`src/rtl/tech_pll_mc.sv`:
```
// Behavioural multi-channel PLL: lock sequence, then NCH divided clocks.
// Divider reconfiguration while locked forces a clean relock.
module tech_pll_mc #(
  parameter int NCH         = 2,
  parameter int DIV_WIDTH   = 8,
  parameter int LOCK_CYCLES = 16
) (
  input  logic                     clk_i,
  input  logic                     rst_n_i,
  input  logic                     en_i,
  input  logic                     cfg_valid_i,
  output logic                     cfg_ready_o,
  input  logic [NCH*DIV_WIDTH-1:0] cfg_div_i,
  output logic                     lock_o,
  output logic                     lock_lost_o,
  output logic [NCH-1:0]           clk_o
);

  typedef enum logic [1:0] {
    IDLE,
    LOCKING,
    LOCKED
  } state_t;

  localparam int LCW = (LOCK_CYCLES > 1) ? $clog2(LOCK_CYCLES) : 1;
  localparam logic [LCW-1:0] LOCK_LAST = LCW'(LOCK_CYCLES - 1);

  state_t                   state;
  state_t                   next_state;
  logic [LCW-1:0]           lock_cnt;
  logic [NCH*DIV_WIDTH-1:0] div_q;
  logic [DIV_WIDTH-1:0]     ch_cnt [NCH];
  logic                     cfg_fire;
  logic                     run_div;

  assign cfg_ready_o = (state != LOCKING);
  assign cfg_fire    = cfg_valid_i && cfg_ready_o;
  assign run_div     = (state == LOCKED) && (next_state == LOCKED);

  always_ff @(posedge clk_i) begin
    if (!rst_n_i) begin
      state <= IDLE;
    end else begin
      state <= next_state;
    end
  end

  // Disable outranks every other transition, including a pending transfer.
  always_comb begin
    next_state = state;
    if (!en_i) begin
      next_state = IDLE;
    end else begin
      case (state)
        IDLE:    next_state = LOCKING;
        LOCKING: if (lock_cnt == LOCK_LAST) next_state = LOCKED;
        LOCKED:  if (cfg_fire) next_state = LOCKING;
        default: next_state = IDLE;
      endcase
    end
  end

  always_ff @(posedge clk_i) begin
    if (!rst_n_i) begin
      lock_cnt    <= '0;
      div_q       <= '0;
      lock_o      <= 1'b0;
      lock_lost_o <= 1'b0;
      clk_o       <= '0;
      for (int n = 0; n < NCH; n++) begin
        ch_cnt[n] <= '0;
      end
    end else begin
      if ((state == LOCKING) && (next_state == LOCKING)) begin
        lock_cnt <= lock_cnt + 1'b1;
      end else begin
        lock_cnt <= '0;
      end

      if (cfg_fire) begin
        div_q <= cfg_div_i;
      end

      lock_o      <= (next_state == LOCKED);
      lock_lost_o <= (state == LOCKED) && (next_state != LOCKED);

      // Leaving LOCKED clears counters so a relock starts with a full period.
      for (int n = 0; n < NCH; n++) begin
        if (run_div) begin
          if (ch_cnt[n] == div_q[n*DIV_WIDTH +: DIV_WIDTH]) begin
            ch_cnt[n] <= '0;
            clk_o[n]  <= ~clk_o[n];
          end else begin
            ch_cnt[n] <= ch_cnt[n] + 1'b1;
          end
        end else begin
          ch_cnt[n] <= '0;
          clk_o[n]  <= 1'b0;
        end
      end
    end
  end

endmodule
```
`config.mk`:
```
export PLATFORM = sky130hd
export DESIGN_NAME = tech_pll_mc
export DESIGN_NICKNAME = d
export VERILOG_FILES = /design/src/rtl/tech_pll_mc.sv
export SDC_FILE = /design/constraint.sdc
export NUM_CORES = 1
export LEC_CHECK = 0
export ABC_AREA = 1
export CORE_ASPECT_RATIO = 1.25
export CORE_MARGIN = 2
export CORE_UTILIZATION = 54
export CTS_BUF_LIST = sky130_fd_sc_hd__clkbuf_16
export DETAILED_ROUTE_END_ITERATION = 12
export PLACE_DENSITY = 0.8
export SLEW_MARGIN = 0
export SYNTH_ARGS = -nofsm -noshare
export SYNTH_HDL_FRONTEND = slang
export SYNTH_SLANG_ARGS = --single-unit
```
`constraint.sdc`:
```
create_clock -name clk_i -period 1.8 [get_ports clk_i]
set_clock_uncertainty 0.15 [all_clocks]
set_input_delay 0.45 -clock clk_i [delete_from_list [all_inputs] [get_ports clk_i]]
set_output_delay 0.45 -clock clk_i [all_outputs]
set_load 0.02 [all_outputs]
```
---- Word level (Yosys, flattened, before mapping) ----
Memory sizes are Yosys's and may differ from the RTL's.
Cells that the tools add are included.
storage, ports and cells
  register bits ........................... 26
  RAM bits ................................ 16
  logic and storage cells ................. 65
  output and inout bits ................... 5
  memories kept ........................... 1
  bits of input ports ..................... 20
cells by class
  reduce and logical (&&, ||, !) cells .... 7
  $add $sub $neg .......................... 3
  equality and inequality tests ........... 9
  multiplexer cells ....................... 30
  bitwise gates (word level) .............. 8
memory list
  name    depth  bits a word  read ports  clocked after memory_dff  wr ports  line  source
  ch_cnt  2      8            2           0                         2         32    logic [DIV_WIDTH-1:0] ch_cnt [NCH];
operators with widths
  kind                 number
  $mux 8               6
  $mux 1               20
  $add 8x1->8 const B  2
  $eq 8x8->1           2
  $mux 2               3
  $or 1x1->1           6
  $pmux 2 s3           1
  $add 4x1->4 const B  1
  $eq 2x1->1 const B   2
  $eq 2x2->1 const B   2
  $eq 4x4->1 const B   1
  $logic_and 1x1->1    4
  $reduce_and 2->1     2
  $logic_not 2->1      1
  $ne 2x1->1 const B   1
  $ne 2x2->1 const B   1
  $not 1->1            2

---- Longest topological paths before layout ----
Gate-level depths: netlist of the first run.
  depth after elaboration ................. 13
  gate-level depth with buffers ........... 9
  gate-level depth less buffers ........... 9

---- Worst setup path after synthesis of the first run ----
OpenSTA, ideal clock, no wires.
  kind .................................... reg2reg
  start ................................... mem ch_cnt[1][0]
  end ..................................... mem ch_cnt[1][6] (data pin)
  arrival time ............................ 1.065 ns
  setup slack ............................. 0.325 ns
  stages on the path, launching flop included .. 6
  path buffers ............................ 0
  data required time ...................... 1.391 ns
  period minus slack after synthesis ...... 1.475 ns
  cell sequence ........................... edfxtp_1 ha_1 nand3_1 nand3b_1 xor2_1 nor2_1
RTL lines
  item             line
  start, declared  32

---- Final worst setup path of the first run ----
  start ................................... reg state[0]
  end ..................................... out cfg_ready_o
on the way
  cells in the longest elaborated chain, start to end .. 1
RTL lines
  item                    line  source
  start, declared         28    state_t state;
  start signal, assigned  44    state <= next_state;
  $ne 2x1->1              36    assign cfg_ready_o = (state != LOCKING);
  end, declared           12    output logic cfg_ready_o,
Every way passes these cells.

==> impl_metrics.prom, run 1 <==
# TYPE chip_impl_metric gauge
chip_impl_info{name="run_status",value="complete, no violations"} 1
chip_impl_info{name="clock_tree_from_tritoncts",value="done"} 1
chip_impl_info{name="yosys_most_used_dff",value="sky130_fd_sc_hd__dfxtp_1"} 1
chip_impl_metric{name="combPwrFrac",unit="%"} 9.1
chip_impl_metric{name="clock_path_buffers",unit=""} 2
chip_impl_metric{name="synth-seq-cells",unit=""} 42
chip_impl_metric{name="r2r_depth",unit=""} 8
chip_impl_metric{name="postLayoutSetupSlackWorst",unit="ns"} 0.0646
chip_impl_metric{name="clock_latency",unit="ns"} 0.28
chip_impl_metric{name="ioPinCount",unit=""} 25
chip_impl_metric{name="clock_sinks",unit=""} 42
chip_impl_metric{name="hold_violations",unit=""} 0
chip_impl_metric{name="ctsHtreeMaxLevel",unit=""} 2
chip_impl_info{name="synth_top_cells_by_count",value="sky130_fd_sc_hd__nor2_1, sky130_fd_sc_hd__nand2_1, sky130_fd_sc_hd__dfxtp_1"} 1
chip_impl_metric{name="die-area",unit="µm²"} 4170
chip_impl_metric{name="pin_count_of_the_biggest_net_entering_global_routing",unit=""} 18
chip_impl_info{name="holdCritPathClass",value="reg2reg"} 1
chip_impl_info{name="worstSetupEndpointType",value="output port"} 1
chip_impl_metric{name="synth_cell_types",unit=""} 30
chip_impl_metric{name="syn_to_final_growth",unit="%"} 26.6
chip_impl_metric{name="syn-mean-instance-area",unit="µm²"} 8.36
chip_impl_metric{name="netSwitchingFraction",unit="%"} 21.5
chip_impl_metric{name="async_reset_ff_share",unit="%"} 0
chip_impl_metric{name="die_width",unit="µm"} 58.2
chip_impl_info{name="unrepaired_setup_endpoints_after_global_routing",value="no"} 1
chip_impl_metric{name="synthesis.area",unit="µm²"} 1980
chip_impl_metric{name="row_count",unit=""} 24
chip_impl_metric{name="post-route-drc-count",unit=""} 0
chip_impl_metric{name="synth_seq_area_share",unit="%"} 50.5
chip_impl_info{name="criticalPathCategory",value="reg2out"} 1
chip_impl_metric{name="crit_path_max_fanout",unit=""} 5
chip_impl_info{name="synthTopCellsByArea",value="sky130_fd_sc_hd__dfxtp_1, sky130_fd_sc_hd__edfxtp_1, sky130_fd_sc_hd__nor2_1"} 1
chip_impl_metric{name="design.final.nets",unit=""} 309
chip_impl_metric{name="number_of_endpoints_failing_setup_at_the_final_stage",unit=""} 0
chip_impl_metric{name="share_clk_of_total_power",unit="%"} 42.2
chip_impl_metric{name="synthDominantCellAreaShare",unit="%"} 26.3
chip_impl_metric{name="synth_cells",unit=""} 237
chip_impl_metric{name="num_antenna_cells",unit=""} 0
chip_impl_metric{name="p_int",unit="mW"} 1.72
chip_impl_metric{name="cap_viol_max_count",unit=""} 0
chip_impl_metric{name="wl",unit="mm"} 3.51
chip_impl_metric{name="fin_total_pwr",unit="mW"} 2.19
chip_impl_metric{name="grt_pass1_wl",unit="mm"} 6.00
chip_impl_metric{name="layoutNonFillerInstCount",unit=""} 325
chip_impl_metric{name="timing.final.crit_period",unit="ns"} 1.74
chip_impl_metric{name="synth.yosys.warnings",unit=""} 0
chip_impl_metric{name="post_drt_via_cell_ratio",unit=""} 4.74
chip_impl_metric{name="gr-usage-all-layers",unit="%"} 19.0
chip_impl_metric{name="antenna_violations_before_repair",unit=""} 0
chip_impl_metric{name="cp_data_required_time",unit="ns"} 1.20
chip_impl_metric{name="final_util",unit="%"} 71.4
chip_impl_info{name="synth_largest_area_cell",value="sky130_fd_sc_hd__dfxtp_1"} 1
chip_impl_metric{name="power.leakage",unit="nW"} 1.09
chip_impl_info{name="ctsRootBufferMaster",value="sky130_fd_sc_hd__clkbuf_16"} 1
chip_impl_metric{name="first_iter_violations",unit=""} 72
chip_impl_metric{name="cts_buffers",unit=""} 5
chip_impl_info{name="synth_most_common_cell",value="sky130_fd_sc_hd__nor2_1"} 1
chip_impl_metric{name="portion_of_the_clock_cycle_consumed_by_the_worst_path_in_the_final_layout",unit="%"} 96.4
chip_impl_metric{name="final_max_slew_viol_count",unit=""} 0
chip_impl_metric{name="placement.setup.worst_slack",unit="ns"} -0.134
chip_impl_metric{name="min_path_cells",unit=""} 2
chip_impl_metric{name="routabilityCongestion",unit=""} 0.819
chip_impl_metric{name="globalRouteOverflowTotal",unit=""} 0
chip_impl_metric{name="ant_nets",unit=""} 0
chip_impl_info{name="setup.worst_path.start_class",value="flip-flop"} 1
chip_impl_metric{name="worst_ep_arrival_time",unit="ns"} 1.14
chip_impl_metric{name="detail_route.first_pass.iterations",unit=""} 4
chip_impl_metric{name="height_of_the_die",unit="µm"} 71.7
chip_impl_metric{name="initial_utilization",unit="%"} 56.4
chip_impl_metric{name="vias",unit=""} 1542
chip_impl_metric{name="power.density",unit="nW/µm²"} 871
chip_impl_metric{name="path_clk_slew",unit="ns"} 0.06
chip_impl_metric{name="coreArea",unit="µm²"} 3510
chip_impl_metric{name="sequentialPowerShare",unit="%"} 48.6
chip_impl_metric{name="number_of_port_buffers",unit=""} 24
chip_impl_metric{name="fmax",unit="MHz"} 576
chip_impl_metric{name="layout-drive-gt1-share",unit="%"} 7.34
chip_impl_metric{name="grt_pass1_vias",unit=""} 1430
chip_impl_metric{name="filler_instances",unit=""} 283
chip_impl_metric{name="ir_worst_vdd",unit="mV"} 0.734
chip_impl_metric{name="total_switching_power",unit="mW"} 0.470
chip_impl_metric{name="routedWlPerCell",unit="µm"} 10.8
chip_impl_metric{name="dp_hpwl",unit="mm"} 2.62
chip_impl_metric{name="dp_cells",unit=""} 318
chip_impl_metric{name="synth-edff-count",unit=""} 16
-- final cells by class --
cell class	instances	area, µm²	area share (%)
clock buffers	6	150	5.98
multi-input cells	179	915	36.4
clock inverters	1	3.75	0.150
well taps	39	48.8	1.94
flip-flops and latches	42	1000	39.9
repair buffers	31	290	11.6
inverters	27	101	4.04
-- power by group through the flow --
stage	logic [mW]	registers [mW]	clock network, mW
floorplan	0.124	1.08	0
global placement	0.195	1.08	0
detailed placement	0.200	1.08	0
CTS	0.200	1.06	0.943
finish	0.199	1.06	0.923
global route	0.227	1.07	0.986
-- worst max-delay path: stages (launching register included) --
cell	delay (ns)
sky130_fd_sc_hd__dfxtp_1	0.40
sky130_fd_sc_hd__nand2_1	0.12
sky130_fd_sc_hd__dlygate4sd2_1	0.33
-- sequential cells by signal, summed over array words and instances, names as in the netlist --
signal,count
ch_cnt,16
clk_o,2
div_q,16
lock_cnt,4
lock_lost_o,1
lock_o,1
state,2
-- timing repair --
item                                    in CTS  in global routing
pin swaps                                    0                  0
endpoints found under the setup margin       4                  1
resized for setup                            4                  1
hold buffers                                 0                  0
setup buffers                                0                  0
-- path summary, 6_finish.rpt --
kind                 from            to  slack [ns]
min              div_q[4]      div_q[4]        0.32
max              state[0]   cfg_ready_o        0.06
min reg2reg      div_q[4]      div_q[4]        0.32
max reg2reg  ch_cnt[1][6]  ch_cnt[1][5]        0.10
-- metal layers --
layer	up-vias	wire length (µm)	global-route usage, %
li1	830	-	-
met1	686	1520	21.9
met2	19	1850	34.0
met3	7	97	5.42
met4	0	46	5.43
met5	-	0	0
-- metrics by stage --
step	hold slack, ns	area [µm²]	TNS, ns
after global routing	0.347	2510	0
after floorplan	0.268	2040	0
final	0.318	2510	0
after global placement	0.284	2360	-1.47
after CTS	0.322	2510	0
after detailed placement	0.293	2360	-1.93
-- placed cells by master, fill, tap and decap left out, drive strengths merged --
| master | netlist | routed |
|---|---|---|
| nor2 | 52 | 52 |
| conb | 1 | 16 |
| nor3 | 2 | 2 |
| clkinv | 1 | 2 |
| a211oi | 1 | 1 |
| o21ai | 17 | 17 |
| xor2 | 8 | 8 |
| dlymetal6s2s | 0 | 1 |
| nor3b | 1 | 1 |
| nand2 | 43 | 43 |
| ha | 3 | 3 |
| inv | 26 | 26 |
| nand3b | 2 | 2 |
| or2 | 1 | 1 |
| buf | 3 | 7 |
| nand3 | 9 | 9 |
| dfxtp | 26 | 26 |
| a21oi | 6 | 6 |
| clkdlybuf4s50 | 0 | 19 |
| nand4 | 3 | 3 |
| o22ai | 1 | 1 |
| dlygate4sd2 | 0 | 4 |
| clkbuf | 1 | 6 |
| edfxtp | 16 | 16 |
| xnor2 | 14 | 14 |
-- cells by family after synthesis --
logic type	count (synthesis)	share of synthesized area, %
AOI/OAI and AO/OA	25	6.50
xor gates and xnor gates	22	9.72
adders and majority gates	3	1.89
buffers and inverters	31	6.19
DFF	42	50.5
other	1	0.189
and+or+nand+nor	113	25.0
No activity file was read; power rests on OpenSTA's default activity.
==> inputs of run 2 (changes only) <==
--- a/config.mk
+++ b/config.mk
@@ -8,10 +8,10 @@
 export ABC_AREA = 1
 export CORE_ASPECT_RATIO = 1.25
 export CORE_MARGIN = 2
-export CORE_UTILIZATION = 54
+export CORE_UTILIZATION = 49
 export CTS_BUF_LIST = sky130_fd_sc_hd__clkbuf_16
 export DETAILED_ROUTE_END_ITERATION = 12
-export PLACE_DENSITY = 0.8
+export PLACE_DENSITY = 0.77
 export SLEW_MARGIN = 0
 export SYNTH_ARGS = -nofsm -noshare
 export SYNTH_HDL_FRONTEND = slang
==> constraint.sdc (replaced) <==
create_clock -name clk_i -period 1.39 [get_ports clk_i]
set_clock_uncertainty 0.15 [all_clocks]
set_input_delay 0.3475 -clock clk_i [delete_from_list [all_inputs] [get_ports clk_i]]
set_output_delay 0.3475 -clock clk_i [all_outputs]
set_load 0.02 [all_outputs]
==> run 2 against run 1 <==
  * The flow now finishes with violations (setup timing)
  * Critical path depth grew 4
  * Die area up 9.6%
  * Sequential share of layout area is 6.2 points lower
  * Critical path type is now reg2reg
  * Critical endpoint is now ch_cnt[1][6]
==> impl_metrics.prom, run 2 (synthesis gave the netlist of run 1 again) <==
# TYPE chip_impl_metric gauge
chip_impl_metric{name="ctsHtreeMaxLevel",unit=""} 2
chip_impl_metric{name="grt_pass1_wl",unit="mm"} 7.29
chip_impl_metric{name="layout-drive-gt1-share",unit="%"} 33.9
chip_impl_metric{name="crit_path_max_fanout",unit=""} 8
chip_impl_info{name="worstSetupEndpointType",value="flip-flop"} 1
chip_impl_info{name="run_status",value="complete, but fails checks"} 1
chip_impl_metric{name="r2r_depth",unit=""} 6
chip_impl_info{name="failing_checks",value="setup timing"} 1
chip_impl_metric{name="hold_violations",unit=""} 0
chip_impl_metric{name="min_path_cells",unit=""} 2
chip_impl_metric{name="path_clk_slew",unit="ns"} 0.06
chip_impl_metric{name="coreArea",unit="µm²"} 3850
chip_impl_metric{name="antenna_violations_before_repair",unit=""} 0
chip_impl_info{name="worst_path_max_delay_cell",value="sky130_fd_sc_hd__edfxtp_1"} 1
chip_impl_metric{name="post_cts_hold_fix_bufs",unit=""} 0
chip_impl_metric{name="design.final.nets",unit=""} 349
chip_impl_metric{name="clock_path_buffers",unit=""} 2
chip_impl_info{name="top_library_cells_by_usage_in_the_layout_fill_and_taps_aside",value="sky130_fd_sc_hd__buf_4, sky130_fd_sc_hd__nor2_1, sky130_fd_sc_hd__nand2_1"} 1
chip_impl_info{name="clock_tree_from_tritoncts",value="done"} 1
chip_impl_metric{name="row_count",unit=""} 25
chip_impl_metric{name="post_drt_via_cell_ratio",unit=""} 4.73
chip_impl_metric{name="number_of_port_buffers",unit=""} 24
chip_impl_metric{name="final_util",unit="%"} 77.6
chip_impl_metric{name="ir_worst_vdd",unit="mV"} 0.842
chip_impl_metric{name="cts_buffers",unit=""} 5
chip_impl_metric{name="ioPinCount",unit=""} 25
chip_impl_metric{name="postLayoutSetupSlackWorst",unit="ns"} -0.216
chip_impl_metric{name="number_of_endpoints_failing_setup_at_the_final_stage",unit=""} 19
chip_impl_metric{name="tns",unit="ns"} -2.59
chip_impl_metric{name="fmax",unit="MHz"} 623
chip_impl_metric{name="worst-path-stages",unit=""} 6
chip_impl_metric{name="num_antenna_cells",unit=""} 0
chip_impl_metric{name="globalRouteOverflowTotal",unit=""} 0
chip_impl_metric{name="worst_path_buf_inv",unit=""} 0
chip_impl_metric{name="ant_nets",unit=""} 0
chip_impl_metric{name="hold_ws",unit="ns"} 0.320
chip_impl_metric{name="slowest_delay",unit="ns"} 0.42
chip_impl_metric{name="timing.final.crit_period",unit="ns"} 1.61
chip_impl_metric{name="power.leakage",unit="nW"} 1.31
chip_impl_metric{name="worst_ep_arrival_time",unit="ns"} 1.49
chip_impl_metric{name="pin_count_of_the_biggest_net_entering_global_routing",unit=""} 14
chip_impl_metric{name="gr-usage-all-layers",unit="%"} 21.8
chip_impl_metric{name="die_width",unit="µm"} 60.9
chip_impl_metric{name="dp_cells",unit=""} 366
chip_impl_metric{name="wl",unit="mm"} 4.66
chip_impl_metric{name="die-area",unit="µm²"} 4570
chip_impl_info{name="criticalPathCategory",value="reg2reg"} 1
chip_impl_info{name="registers_with_the_most_flip_flops",value="ch_cnt: 16 flops, div_q: 16 flops, lock_cnt: 4 flops"} 1
chip_impl_metric{name="r2r_slack",unit="ns"} -0.22
chip_impl_metric{name="dp_hpwl",unit="mm"} 3.04
chip_impl_metric{name="cp_data_required_time",unit="ns"} 1.28
chip_impl_metric{name="first_iter_violations",unit=""} 56
chip_impl_metric{name="grt_pass1_vias",unit=""} 1771
chip_impl_info{name="ctsRootBufferMaster",value="sky130_fd_sc_hd__clkbuf_16"} 1
chip_impl_metric{name="detail_route.first_pass.iterations",unit=""} 5
chip_impl_metric{name="routedWlPerCell",unit="µm"} 12.2
chip_impl_metric{name="final_max_slew_viol_count",unit=""} 0
chip_impl_info{name="setup.worst_path.start_class",value="flip-flop"} 1
chip_impl_metric{name="vias",unit=""} 1801
chip_impl_metric{name="placement.setup.worst_slack",unit="ns"} -0.368
chip_impl_metric{name="height_of_the_die",unit="µm"} 75.1
chip_impl_metric{name="clock_sinks",unit=""} 42
chip_impl_metric{name="initial_utilization",unit="%"} 51.5
chip_impl_metric{name="portion_of_the_clock_cycle_consumed_by_the_worst_path_in_the_final_layout",unit="%"} 116
chip_impl_metric{name="post-route-drc-count",unit=""} 0
chip_impl_info{name="worstPathCellList",value="xnor2_1 > nand2_1 > nor2_4 > nand2_2 > nand2_4 > nor2_1"} 1
chip_impl_metric{name="layoutNonFillerInstCount",unit=""} 381
chip_impl_info{name="unrepaired_setup_endpoints_after_global_routing",value="yes"} 1
chip_impl_metric{name="filler_instances",unit=""} 250
chip_impl_metric{name="clock_latency",unit="ns"} 0.28
chip_impl_info{name="timing.critical_path.max_delay_family",value="simple AND/OR/NAND/NOR gates"} 1
chip_impl_info{name="mostFrequentLayoutCell",value="sky130_fd_sc_hd__buf_4"} 1
chip_impl_metric{name="cap_viol_max_count",unit=""} 0
chip_impl_info{name="holdCritPathClass",value="reg2reg"} 1
chip_impl_metric{name="routabilityCongestion",unit=""} 0.750
chip_impl_metric{name="syn_to_final_growth",unit="%"} 50.7
chip_impl_metric{name="power.density",unit="nW/µm²"} 1020
[run 2: cell count changes in the layout (fill, tap and decap cells not counted), moves of 7 or more]
cell                      delta
sky130_fd_sc_hd__buf_4      +38
sky130_fd_sc_hd__nand2_1    -10
sky130_fd_sc_hd__nand2_2     +7
sky130_fd_sc_hd__nor2_1     -15
sky130_fd_sc_hd__nor2_2     +13
[run 2: layout make-up]
cell class              instances  area, µm²  area share [%]
clock buffers                   5        125            4.19
clock inverters                 3       40.0            1.34
repair buffers                 71        587            19.6
well taps                      54       67.6            2.26
flip-flops and latches         42       1000            33.6
inverters                      27        101            3.39
multi-input cells             179       1060            35.5
[run 2: power breakdown]
part | leakage (nW) | internal, mW | switching [mW]
Sequential | 0.380 | 1.33 | 0.0409
Clock | 0.0836 | 0.839 | 0.450
Combinational | 0.846 | 0.197 | 0.185
[run 2: repair_timing]
item,4_1_cts,5_1_grt
gates resized for setup,35,36
pin swaps,11,19
buffers inserted,3,4
cloned,0,0
setup endpoints to repair,26,40
[run 2: through the flow]
stage / area [µm²] / total power, mW
after global placement: 2640 / 1.70
final: 2990 / 3.04
after CTS: 2870 / 3.01
after global routing: 2990 / 3.15
after detailed placement: 2640 / 1.71
after floorplan: 2050 / 1.56
[run 2: worst reg2reg max path, cell delays in order (launching register included)]
cell,delay [ns]
sky130_fd_sc_hd__edfxtp_1,0.42
sky130_fd_sc_hd__xnor2_1,0.21
sky130_fd_sc_hd__nand2_1,0.15
sky130_fd_sc_hd__nor2_4,0.15
sky130_fd_sc_hd__nand2_2,0.08
sky130_fd_sc_hd__nand2_4,0.14
sky130_fd_sc_hd__nor2_1,0.07
[run 2: routing by layer]
layer  global-route usage, %  routed length (µm)  up-vias
met4                    9.18                 163        0
li1                        -                   -      912
met2                    39.1                2540       49
met5                       0                   0        -
met3                    6.01                 179       18
met1                    23.7                1770      822
[run 2: path summary, 6_finish.rpt]
check / start / to
max: ch_cnt[1][4] / ch_cnt[1][6]
min: div_q[0] / div_q[0]
max reg2reg: ch_cnt[1][4] / ch_cnt[1][6]
min reg2reg: div_q[0] / div_q[0]
